### src/rtl/pdp_dp_pkg.sv
// Shared definitions for the PDP-11 datapath: address-select codes,
// ALU operand-select bit positions, bus FSM states and byte sign extension.
package pdp_dp_pkg;

   // Memory-address source selects (ctl_mem_addr)
   localparam logic [2:0] MA_SRC   = 3'd0;
   localparam logic [2:0] MA_SRC_X = 3'd1;
   localparam logic [2:0] MA_DST   = 3'd2;
   localparam logic [2:0] MA_DST_Y = 3'd3;
   localparam logic [2:0] MA_X     = 3'd4;
   localparam logic [2:0] MA_Y     = 3'd5;
   localparam logic [2:0] MA_Z     = 3'd6;

   // Bit positions inside ctl_alu_input
   localparam int unsigned AI_X = 32'd0;
   localparam int unsigned AI_Y = 32'd1;

   // Bus-side state machine
   typedef enum logic [0:0] {
      ST_IDLE = 1'b0,
      ST_BUS  = 1'b1
   } bus_state_t;

   // Sign-extend a byte to the widest supported datapath; callers size-cast
   function automatic logic [63:0] sext_byte(input logic [7:0] b);
      return {{56{b[7]}}, b};
   endfunction

endpackage

### src/rtl/pdp_regfile.sv
// General register file: NREGS x WIDTH, two asynchronous read ports,
// one synchronous write port, asynchronous active-low clear.
module pdp_regfile #(
   parameter int WIDTH  = 16,
   parameter int NREGS  = 8,
   parameter int RSEL_W = $clog2(NREGS)
) (
   input  logic              clk,
   input  logic              reset_n,
   input  logic [RSEL_W-1:0] rd_sel_a,
   input  logic [RSEL_W-1:0] rd_sel_b,
   input  logic [RSEL_W-1:0] wr_sel,
   input  logic              wr_en,
   input  logic [WIDTH-1:0]  wr_data,
   output logic [WIDTH-1:0]  rd_data_a,
   output logic [WIDTH-1:0]  rd_data_b
);

   logic [WIDTH-1:0] regs [NREGS];

   // Register storage: cleared on reset, written on enabled edges
   always_ff @(posedge clk or negedge reset_n) begin
      if (!reset_n) begin
         for (int i = 0; i < NREGS; i++) begin
            regs[i] <= '0;
         end
      end else if (wr_en) begin
         regs[wr_sel] <= wr_data;
      end
   end

   // Reads see the stored value; a same-edge write shows up next cycle
   assign rd_data_a = regs[rd_sel_a];
   assign rd_data_b = regs[rd_sel_b];

endmodule

### src/rtl/datapath_bus.sv
// PDP-11 datapath: register file, X/Y/Z/IR/PSW latches, cycle counter and
// a req/ack memory bus interface with wait states, odd-address and timeout aborts.
module datapath_bus
   import pdp_dp_pkg::*;
#(
   parameter int WIDTH   = 16,
   parameter int NREGS   = 8,
   parameter int PSW_W   = 8,
   parameter int CYC_W   = 3,
   parameter int TIMEOUT = 15,
   parameter int RSEL_W  = $clog2(NREGS)
) (
   input  logic              clk,
   input  logic              reset_n,
   input  logic [RSEL_W-1:0] ctl_reg_src,
   input  logic [RSEL_W-1:0] ctl_reg_dst,
   input  logic [1:0]        ctl_alu_input,
   input  logic [2:0]        ctl_mem_addr,
   input  logic              ctl_mem_rd,
   input  logic              ctl_mem_we,
   input  logic              ctl_mem_byte,
   input  logic              ctl_reg_from_mem,
   input  logic              ctl_reg_we,
   input  logic              ctl_x_we,
   input  logic              ctl_y_we,
   input  logic              ctl_z_we,
   input  logic              ctl_psw_we,
   input  logic              ctl_ir_we,
   input  logic [CYC_W-1:0]  cycle_next,
   output logic [CYC_W-1:0]  cycle,
   output logic [WIDTH-1:0]  ir,
   output logic [PSW_W-1:0]  psw,
   output logic [WIDTH-1:0]  alu_a,
   output logic [WIDTH-1:0]  alu_b,
   input  logic [WIDTH-1:0]  alu_result,
   input  logic [PSW_W-1:0]  alu_psw,
   output logic              bus_req,
   output logic              bus_we,
   output logic              bus_byte,
   output logic [WIDTH-1:0]  bus_addr,
   output logic [WIDTH-1:0]  bus_wdata,
   input  logic [WIDTH-1:0]  bus_rdata,
   input  logic              bus_ack,
   output logic              stall,
   output logic              bus_error
);

   localparam int TCNT_W = $clog2(TIMEOUT + 1);

   bus_state_t        state;
   logic [TCNT_W-1:0] tcnt;
   logic [WIDTH-1:0]  x_lat, y_lat, z_lat;
   logic [WIDTH-1:0]  src_val, dst_val, mem_addr, rd_val, wdata_next, reg_wdata;
   logic [7:0]        rd_byte;
   logic              access, odd_abort, start, timeout_hit, commit;

   pdp_regfile #(.WIDTH(WIDTH), .NREGS(NREGS), .RSEL_W(RSEL_W)) u_regfile (
      .clk       (clk),
      .reset_n   (reset_n),
      .rd_sel_a  (ctl_reg_src),
      .rd_sel_b  (ctl_reg_dst),
      .wr_sel    (ctl_reg_dst),
      .wr_en     (commit & ctl_reg_we),
      .wr_data   (reg_wdata),
      .rd_data_a (src_val),
      .rd_data_b (dst_val)
   );

   assign alu_a = ctl_alu_input[AI_X] ? x_lat : src_val;
   assign alu_b = ctl_alu_input[AI_Y] ? y_lat : dst_val;

   // Effective address; sums wrap modulo 2^WIDTH
   always_comb begin
      mem_addr = z_lat;
      case (ctl_mem_addr)
         MA_SRC:   mem_addr = src_val;
         MA_SRC_X: mem_addr = src_val + x_lat;
         MA_DST:   mem_addr = dst_val;
         MA_DST_Y: mem_addr = dst_val + y_lat;
         MA_X:     mem_addr = x_lat;
         MA_Y:     mem_addr = y_lat;
         default:  mem_addr = z_lat;
      endcase
   end

   // Step classification: odd word addresses abort without ever requesting
   assign access      = ctl_mem_rd | ctl_mem_we;
   assign odd_abort   = (state == ST_IDLE) & access & ~ctl_mem_byte & mem_addr[0];
   assign start       = (state == ST_IDLE) & access & ~odd_abort;
   assign timeout_hit = (state == ST_BUS) & ~bus_ack & (tcnt == TCNT_W'(TIMEOUT - 1));
   assign commit      = ((state == ST_IDLE) & ~access) | ((state == ST_BUS) & bus_ack);
   assign stall       = start | ((state == ST_BUS) & ~bus_ack);

   // Read data: byte lane chosen by the latched address, sign-extended
   always_comb begin
      rd_byte = bus_addr[0] ? bus_rdata[15:8] : bus_rdata[7:0];
      if (bus_byte) begin
         rd_val = WIDTH'(sext_byte(rd_byte));
      end else begin
         rd_val = bus_rdata;
      end
   end

   // Write data: byte writes replicate the low byte onto both lanes
   always_comb begin
      wdata_next = alu_result;
      if (ctl_mem_byte) begin
         wdata_next        = '0;
         wdata_next[15:0]  = {alu_result[7:0], alu_result[7:0]};
      end else begin
         wdata_next = alu_result;
      end
   end

   assign reg_wdata = ctl_reg_from_mem ? rd_val : alu_result;

   // Bus FSM: request launch, wait-state counting, ack and timeout handling
   always_ff @(posedge clk or negedge reset_n) begin
      if (!reset_n) begin
         state     <= ST_IDLE;
         tcnt      <= '0;
         bus_req   <= 1'b0;
         bus_we    <= 1'b0;
         bus_byte  <= 1'b0;
         bus_addr  <= '0;
         bus_wdata <= '0;
         bus_error <= 1'b0;
      end else begin
         bus_error <= odd_abort | timeout_hit;
         case (state)
            ST_IDLE: begin
               if (start) begin
                  state     <= ST_BUS;
                  tcnt      <= '0;
                  bus_req   <= 1'b1;
                  bus_we    <= ctl_mem_we;
                  bus_byte  <= ctl_mem_byte;
                  bus_addr  <= mem_addr;
                  bus_wdata <= wdata_next;
               end else begin
                  state <= ST_IDLE;
               end
            end
            ST_BUS: begin
               if (bus_ack || timeout_hit) begin
                  state   <= ST_IDLE;
                  tcnt    <= '0;
                  bus_req <= 1'b0;
               end else begin
                  tcnt <= tcnt + TCNT_W'(1);
               end
            end
            default: begin
               state   <= ST_IDLE;
               tcnt    <= '0;
               bus_req <= 1'b0;
            end
         endcase
      end
   end

   // Architectural latches and cycle counter: commit on step completion, zero cycle on abort
   always_ff @(posedge clk or negedge reset_n) begin
      if (!reset_n) begin
         x_lat <= '0;
         y_lat <= '0;
         z_lat <= '0;
         ir    <= '0;
         psw   <= '0;
         cycle <= '0;
      end else if (commit) begin
         if (ctl_x_we)   x_lat <= rd_val;
         if (ctl_y_we)   y_lat <= rd_val;
         if (ctl_z_we)   z_lat <= mem_addr;
         if (ctl_ir_we)  ir    <= rd_val;
         if (ctl_psw_we) psw   <= alu_psw;
         cycle <= cycle_next;
      end else if (odd_abort || timeout_hit) begin
         cycle <= '0;
      end
   end

endmodule
### config.mk
export PLATFORM = sky130hd
export DESIGN_NAME = datapath_bus
export DESIGN_NICKNAME = d
export VERILOG_FILES = /design/src/rtl/pdp_dp_pkg.sv /design/src/rtl/pdp_regfile.sv /design/src/rtl/datapath_bus.sv
export SDC_FILE = /design/constraint.sdc
export NUM_CORES = 1
export LEC_CHECK = 0
export BUFFER_PORTS_ARGS = -buffer_cell sky130_fd_sc_hd__buf_2
export CORE_UTILIZATION = 35
export DETAILED_ROUTE_END_ITERATION = 8
export GPL_TIMING_DRIVEN = 0
export SYNTH_ARGS = -nofsm -noshare
export SYNTH_HDL_FRONTEND = slang
export SYNTH_SLANG_ARGS = --single-unit
### constraint.sdc
create_clock -name clk -period 4.3 [get_ports clk]
set_input_delay 0.215 -clock clk [delete_from_list [all_inputs] [get_ports clk]]
set_output_delay 0.215 -clock clk [all_outputs]
set_load 0.1 [all_outputs]
Word-level counts from Yosys, hierarchy flattened
Cells that the tools add are included.
- register bits: 244
- bits of input ports: 67
- output and inout bits: 96
- logic and storage cells: 95
- add/sub/neg operators: 3
- $lt $le $gt $ge: 3
- eq/ne operators: 8
- multiplexer cells: 27
- bitwise operators: 20
- reductions and logical operators: 12
- operators by type and width (cell ; count):
    16-bit 2-to-1 mux ; 10
    128-bit bitwise mux ; 1
    16-bit binary-select mux with 3-bit select ; 2
    16-bit case mux with 6 select lines ; 1
    16-bit demux with 3-bit select ; 1
    16-bit adder ; 2
    2-bit AND reduction ; 7
    1-bit AND ; 9
    4-bit greater-or-equal comparator (second input constant) ; 2
    4-bit 2-to-1 mux ; 2
    8-bit 2-to-1 mux ; 1
    3-bit NOT with 4-bit output ; 2
    4-bit case mux with 2 select lines ; 1
    3-bit by 2-bit == test with 1-bit output (second input constant) ; 2
    3-bit == test (second input constant) ; 2
    3-bit 2-to-1 mux ; 2
    1-bit NOT ; 5
    4-bit by 1-bit adder with 4-bit output (second input constant) ; 1
    4-bit == test (second input constant) ; 1
    4-bit by 1-bit < comparator with 1-bit output (second input constant) ; 1
    1-bit 2-to-1 mux ; 4
    1-bit OR ; 4
    1-bit case mux with 2 select lines ; 2
    3-bit by 1-bit == test with 1-bit output (second input constant) ; 1
    other kinds (6) ; 7

Longest topological paths before layout
Gate-level depths: netlist (run 1).
- depth in word-level cells: 11
- gate-level depth with buffers: 16
- mapped depth without buffers: 13

Modules after synthesis
From an unflattened synthesis (run 1), not the netlist that was laid out.
- cells, all modules: 1208
- area total of the unflattened synthesis: 14257.4 um2
- modules (own cells, without submodules) (module ; times used ; cells each ; area each (um2) ; sequential area each (um2)):
    datapath_bus ; 1 ; 815 ; 7257.0 ; 2902.8
    pdp_regfile ; 1 ; 393 ; 7000.5 ; 3203.1

Worst setup path after synthesis (run 1)
OpenSTA, ideal clock, no wires.
- kind: register to register
- start point: register u_regfile.regs[32] in the netlist's numbering
- end point: register z_lat[12]
- library setup time: 0.138 ns
- arrival time: 3.254 ns
- required time: 4.162 ns
- path slack: 0.908 ns
- cell stages (with the launch flop): 12
- buffers on the path: 0
- clock period less this slack: 3.392 ns
- path through: dfrtp_1 -> mux4_1 -> mux2_2 -> ha_1 -> fa_1 -> a21o_1 -> a221oi_1 -> a211oi_1 -> a211oi_1 -> xnor2_1 -> a221oi_2 -> a21oi_1
- word-level cells in the longest chain between the ends: 5
- elaborated cells between the ends (all ways): 9
- those cells by class: add/sub (2); mux (7)
- ends and longest elaborated chain (item ; line ; source):
    from (decl) ; pdp_regfile.sv:19 ; logic [WIDTH-1:0] regs [NREGS];
    from (signal, indexed assignment) ; pdp_regfile.sv:28 ; regs[wr_sel] <= wr_data;
    16-bit binary-select mux with 3-bit select (on tied branches) ; pdp_regfile.sv:34, pdp_regfile.sv:33 ;
    16-bit 2-to-1 mux (on tied branches) (2 in series) ; pdp_regfile.sv:34, pdp_regfile.sv:33 ;
    16-bit adder (on tied branches) ; datapath_bus.sv:79, datapath_bus.sv:77 ;
    16-bit case mux with 6 select lines * ; datapath_bus.sv:75 ; case (ctl_mem_addr)
    to (signal assigned) ; datapath_bus.sv:174 ; if (ctl_z_we) z_lat <= mem_addr;
    to (decl) ; datapath_bus.sv:52 ; logic [WIDTH-1:0] x_lat, y_lat, z_lat;
Every way passes the cells marked *; elsewhere a longest branch is shown, timed or not. The select of a mux whose other input is x is not followed.
A chain may end at the register's enable or synchronous reset.

Worst setup path in the final report (run 1)
- start point: register u_regfile.regs[96] in the netlist's numbering
- end point: register z_lat[14]
Same word-level chain as after synthesis.

==> metrics.txt, run 1 <==
Design Power about 15000 µW; vias per inst roughly 5.8; Top FF cell, synth dfrtp_1; synth warn 0; Core Box Area 0.0388 mm²; Slowest cell on crit path a221oi_1; die area between 0.04 and 0.05 mm²; GRT Total Usage around a quarter; WL final 54100 µm; register area roughly 0.0061 mm²; most frequent cell after synthesis nand2_1; Slew @ Worst Pin 1.37 ns; RSZ-0062 raised after global routing no; clock tree buffer depth 3; Post-synth top cells 302 x nand2_1, 244 x dfrtp_1, 218 x o21ai_0; largest net degree at the start of global routing approximately 110; # IOs 163; sw frac between 50% and 60%; area growth from synthesis to layout 19.3%; fin util roughly 42%; Critical Path Start Type register; fin. max-slew vios 0; Yosys top cell by area dfrtp_1; Port Buffers around 160; Crit Path Category register to register; Overflow after GRT 0; Clk pwr share 16.4%; peak supply drop just under 0.0005 V; worst min-delay path class input port to register; pwr/cell area between 900 and 1000 mW/mm²; leakage power approximately 0.0077 µW; fillers 3839; ranking of synthesized cells by area dfrtp_1 44%, nand2_1 8.2%, o21ai_0 7.9%; vias in the first global route roughly 12000; setup repair bufs after CTS 0; critical-path maximum fanout 3; MaxCap Viol Count 0; first drt pass iteration count 7; endpoint class of the critical path register; root buf cell clkbuf_16; Pint 7050 µW; Synth cell types a little over 70; CTS clk-pin slew, worst paths around 0.06 ns; Final Critical Period 4.17 ns; CP peak stage delay 0.55 ns; final setup skew approximately 0.042 ns; Final period util 96.9%; Final #Nets between 1500 and 2000; GP Congestion roughly 0.99; share of cells above drive strength 1 21.5%; ys async rst share 100%; Initial DRC Count 1074; Worst EP required ~4.7 ns; Initial Util 35.6%; pre-CTS setup slack -0.290 ns; ANT nets after route 0; first-pass GRT wire length ~80000 µm; Skew-Pair Late Insertion Delay between 0.5 and 0.6 ns; Comb pwr share a little under three fifths; final setup fails 0; final setup margin between 0.1 and 0.15 ns; detailed-route DRC error count 0; Flop pwr share 28.3%; CTS Buf Count 28; Clock H-tree levels 1; EDFF count, synth 0; Die H 201 µm; share of the synthesized area in the top cell type about 44%; net switching power figure between 7000 and 8000 µW; die width 201 µm; crit-path cells mux4_1 -> mux2_2 -> ha_1 -> fa_1 -> a21o_1 -> a221oi_1 -> a211oi_1 -> a31oi_1 -> xnor2_1 -> a211oi_2 -> a21oi_1; Max Fclk roughly 240 MHz; DR WL/cell 25.2 µm; sequential area share after synthesis 44.2%; worst path arrival time 4.57 ns; CTS sink cnt between 200 and 250; Cells after Synth between 1000 and 1500; CTS tree built; post-synthesis cell area ~0.014 mm²; status finished clean; multi-input logic area around 0.0073 mm²; initial antenna violation count 1; post-DP HPWL between 30000 and 40000 µm; vias post-DR approximately 12000; Synth Net Count between 1000 and 1500; Final Hold Violating Endpoints 0; register bit total from synthesis 244; syn_area_per_cell about 10 µm²; Max-slew headroom 8.12%; # rows 72
layout make-up:
class / count / share of cell area, %
antenna: 1 / 0.0152
tap: 518 / 3.93
sequential: 244 / 37.0
buffer: 86 / 2.47
inverter: 7 / 0.159
multi-input combinational: 1061 / 44.2
timing repair buffer: 181 / 6.49
clock buffer: 45 / 5.19
clock inverter: 6 / 0.485
worst max-delay path, delay by kind of cell, from the launching register on:
family                     cells  cell delay (ns)
xor gates and xnor gates       1             0.13
AOI/OAI and AO/OA              6             1.98
muxes                          2             0.85
adders and majority gates      2             0.67
DFF                            1             0.39
cells in the final DEF, fill, tap and decap left out, types with 29 or more instances in the layout:
cell type / n
clkbuf_16: 29
o21ai_0: 218
dfrtp_1: 244
clkbuf_1: 62
mux4_2: 30
a21oi_1: 54
buf_2: 174
nor2_1: 44
o21ai_1: 38
ha_1: 32
mux2_2: 76
mux2i_1: 40
nand2_1: 302
final timing paths:
check,startpoint,to,slack [ns],cells past startpoint
worst max-delay path,u_regfile.regs[96]$_DFFE_PN0P_,z_lat[14]$_DFFE_PN0P_,0.13,11
worst min register to register,bus_wdata[1]$_DFFE_PN0P_,bus_wdata[1]$_DFFE_PN0P_,0.48,2
min in group asynchronous,reset_n,bus_addr[10]$_DFFE_PN0P_,0.16,2
worst max register to register,u_regfile.regs[96]$_DFFE_PN0P_,z_lat[14]$_DFFE_PN0P_,0.13,11
max in group asynchronous,reset_n,u_regfile.regs[103]$_DFFE_PN0P_,2.83,4
worst min-delay path,ctl_ir_we,ir[0]$_DFFE_PN0P_,0.001,4
what timing repair did:
item | 4_1_cts | 5_1_grt
hold buffers | 22 | 0
setup endpoints to repair | 0 | 4
endpoints found under the hold margin | 96 | 0
gates resized for setup | 0 | 2
per-layer routing:
| metal | routed length, µm | global-route usage (%) | share of wire [%] |
|---|---|---|---|
| met2 | 24700 | 42.6 | 46 |
| met5 | 0 | 0 | 0 |
| met1 | 21800 | 33.7 | 40 |
| met3 | 4240 | 5.34 | 7.8 |
| met4 | 3430 | 15.5 | 6.3 |
state kept, by name, indices dropped and copies added, names as in the netlist:
name / cells
bus_byte: 1
bus_wdata: 16
bus_we: 1
bus_error: 1
x_lat: 16
bus_req: 1
z_lat: 16
u_regfile.regs: 128
ir: 16
cycle: 3
tcnt: 4
y_lat: 16
state: 1
psw: 8
bus_addr: 16
kinds of logic after synthesis:
logic type	share of synthesized area [%]
AND/OR/NAND/NOR	12.1
XOR/XNOR	1.65
buffers and inverters	3.13
flip-flops	44.2
AO/OA/AOI/OAI	18.8
multiplexers	16.9
adder cells (fa/ha/maj)	3.19
power by group through the flow:
| stage | sequential [µW] | clock [µW] | combinational, µW |
|---|---|---|---|
| 2_1_floorplan | 5900 | 0 | 4490 |
| 3_3_place_gp | 4200 | 0 | 8110 |
| 3_5_place_dp | 4250 | 0 | 8160 |
| 4_1_cts | 4220 | 2480 | 8220 |
| 5_1_grt | 4360 | 2570 | 8780 |
| 6_report | 4240 | 2470 | 8310 |
per-stage QoR:
step | TNS (ns) | std cells | cell area (µm²) | hold WS (ns)
3_3_place_gp | -350.31 | 2073 | 15300 | 0.431
5_1_grt | 0 | 2149 | 16500 | 0.0108
2_1_floorplan | 0 | 1398 | 13800 | -0.0806
6_report | 0 | 2149 | 16500 | 0.00131
3_5_place_dp | -1.60 | 2075 | 15300 | 0.130
4_1_cts | 0 | 2148 | 16500 | 0.000144
(Power assumes the default switching activity.)
==> run 2: changes to the inputs <==
--- a/config.mk
+++ b/config.mk
@@ -5,9 +5,9 @@
 export SDC_FILE = /design/constraint.sdc
 export NUM_CORES = 1
 export LEC_CHECK = 0
-export BUFFER_PORTS_ARGS = -buffer_cell sky130_fd_sc_hd__buf_2
 export CORE_UTILIZATION = 35
 export DETAILED_ROUTE_END_ITERATION = 8
+export DONT_BUFFER_PORTS = 1
 export GPL_TIMING_DRIVEN = 0
 export SYNTH_ARGS = -nofsm -noshare
 export SYNTH_HDL_FRONTEND = slang
==> constraint.sdc (replaced) <==
create_clock -name clk -period 5 [get_ports clk]
set_input_delay 0.25 -clock clk [delete_from_list [all_inputs] [get_ports clk]]
set_output_delay 0.25 -clock clk [all_outputs]
set_load 0.1 [all_outputs]
==> run 2 against run 1 <==
- the flow now finishes with violations (negative hold slack)
- global-route usage shrank 0.55 points
- maximum frequency shrank 6.1%
- final area shrank 4.7%
- clock-buffer cell count shrank 5
- critical path type unchanged
- clock skew down 0.0078 ns
- routed wire length shrank 1.5%
- largest power group is now sequential cells
==> metrics.txt, run 2 (synthesis gave the netlist of run 1 again) <==
crit-path cells mux4_1 -> mux2_2 -> ha_1 -> fa_1 -> a21o_1 -> a221oi_1 -> a211oi_1 -> a211oi_1 -> xnor2_1 -> a221oi_2 -> a21oi_1; worst path arrival time 4.86 ns (+0.29 ns); worst min-delay path class input port to async pin; fin cells 2003 (-6.8%); endpoint class of the critical path register; buffers and inverters on the worst path 0 (unchanged); Initial Util 35.6% (unchanged); Die H 201 µm (unchanged); Overflow after GRT 0 (unchanged); final setup skew 0.0347 ns (-0.00781 ns); MaxCap Viol Count 0 (unchanged); max reg flops 128 (unchanged); pre-CTS setup slack 0.201 ns (+0.491 ns); leakage power 0.00698 µW (-8.8%); CTS sink cnt 244 (unchanged); hold-fix buffers at CTS 34 (+55%); Final period util 88.7% (-8.2 points); FF-to-FF setup slack 0.57 ns (+0.43 ns); DR WL/cell 26.6 µm (+5.6%); die area 0.0403 mm² (unchanged); status finished, violations left; Skew-Pair Late Insertion Delay 0.57 ns (-0.02 ns); ANT nets after route 0 (unchanged); Final Critical Period 4.43 ns (+0.269 ns); # rows 72 (unchanged); die width 201 µm (unchanged); Clock H-tree levels 1 (unchanged); Critical Path Start Type register; Critical Path Stages 11 (unchanged); root buf cell clkbuf_16; first drt pass iteration count 5 (-2); Max Fclk 226 MHz (-6.1%); GR peak layer met2; detailed-route DRC error count 0 (unchanged); M1 GR Usage 31.9% (-1.8 points); Crit Path Category register to register; RSZ-0062 raised after global routing no; first-pass GRT wire length 79100 µm (-1.5%); Final Hold Violating Endpoints 244 (+244); fin. max-slew vios 0 (unchanged); CTS clk-pin slew, worst paths 0.06 ns (about the same); CTS Buf Count 27 (-3.6%); Worst path most repeated cell a211oi_1; largest net degree at the start of global routing 245 (+130%); Worst path top cell family by delay compound AO/OA/AOI/OAI gates; Initial DRC Count 1198 (+12%); Core Box Area 0.0388 mm² (unchanged); CP peak stage delay 0.64 ns (+0.09 ns); share of cells above drive strength 1 13.0% (-8.6 points); final setup fails 0 (unchanged); peak supply drop 0.000288 V (-40%); FF-to-FF path depth 11 (unchanged); M2 GR Usage 41.9% (-0.69 points); vias in the first global route 12077 (-2.4%); TNS Setup 0 ns (unchanged); pwr/cell area 791 mW/mm² (-13%); # IOs 163 (unchanged); met3 usage 6.79% (+1.4 points); GRT Total Usage 26.1% (-0.55 points); Final #Nets 1562 (-8.7%); placed cell count 1916 (-7.7%); post-CTS sizing 0 (unchanged); Biggest register u_regfile.regs; post-DP HPWL 38200 µm (-2.9%); Placed Area 0.0145 mm² (-5.5%); failing checks negative hold slack; Port Buffers 0 (-100%); critical-path maximum fanout 3 (unchanged); cell area after layout 0.0157 mm² (-4.7%); initial antenna violation count 3 (+2); final setup margin 0.566 ns (+0.431 ns); WL final 53300 µm (-1.5%); Slew @ Worst Pin 1.43 ns (+0.0595 ns); Hold WS -0.621 ns (-0.622 ns); commonest cells after routing, fill and taps aside 302 x nand2_1, 244 x dfrtp_1, 217 x o21ai_0, 76 x mux2_2, 60 x clkbuf_1; clock tree buffer depth 3 (unchanged); most common cell after layout, fill and taps aside nand2_1; crit path to z_lat[12]$_DFFE_PN0P_; capturing point of the worst reg2reg path z_lat[12]$_DFFE_PN0P_; Critical Path Start u_regfile.regs[32]$_DFFE_PN0P_; Worst R2R Start u_regfile.regs[32]$_DFFE_PN0P_; area growth from synthesis to layout 13.8%; Max-slew headroom 2.97% (-5.1 points); Worst EP required 5.42 ns (+0.72 ns); Slowest cell on crit path a221oi_1; CTS tree built; vias per inst 6.00 (+4.0%); setup repair bufs after CTS 0 (unchanged); GP Congestion 1.01 (+2.2%); vias post-DR 12023 (-3.1%)
## run 2: changes by cell type in the layout (fill, tap and decap cells not counted), moves of 2 or more
| cell | change |
|---|---|
| buf_2 | -156 |
| dlygate4sd3_1 | +12 |
| diode_2 | +4 |
| buf_16 | -2 |
| clkbuf_1 | -2 |
| clkbuf_16 | -2 |
## run 2: per-stage QoR
step,utilization [%],power (µW)
final,40.5,12400
after global placement,37.3,10200
after floorplan,-,8940
after CTS,40.5,12400
after detailed placement,37.3,10300
after global routing,40.5,13000
## run 2: layout make-up
cell class                      count  area (µm²)
Antenna cell                        5        12.5
Buffer                             86         407
Clock buffer                       40         785
Clock inverter                      8         108
Fill cell                        3822       23100
Inverter                            7        26.3
Multi-Input combinational cell   1061        7290
Sequential cell                   244        6110
Tap cell                          518         648
Timing Repair Buffer               34         340
## run 2: worst min path at each step
stage                        from                       end  slack, ns
final                     reset_n  bus_wdata[0]$_DFFE_PN0P_      -0.62
after detailed placement  reset_n  bus_wdata[0]$_DFFE_PN0P_      -0.04
after CTS                 reset_n  bus_wdata[0]$_DFFE_PN0P_      -0.64
after global placement    reset_n  bus_wdata[0]$_DFFE_PN0P_      -0.04
after global routing      reset_n  bus_wdata[0]$_DFFE_PN0P_      -0.64
after floorplan           reset_n   bus_addr[0]$_DFFE_PN0P_      -0.05
## run 2: power by group
part	internal [µW]	switching [µW]	leakage, µW
clock	1190	843	0.000438
combinational	1690	3310	0.00349
sequential	2830	2570	0.00306
## run 2: per-layer routing
layer / wire length, µm / vias up
li1: - / 5234
met1: 20500 / 5992
met2: 24400 / 618
met3: 5040 / 177
met4: 3310 / 2
met5: 19 / -
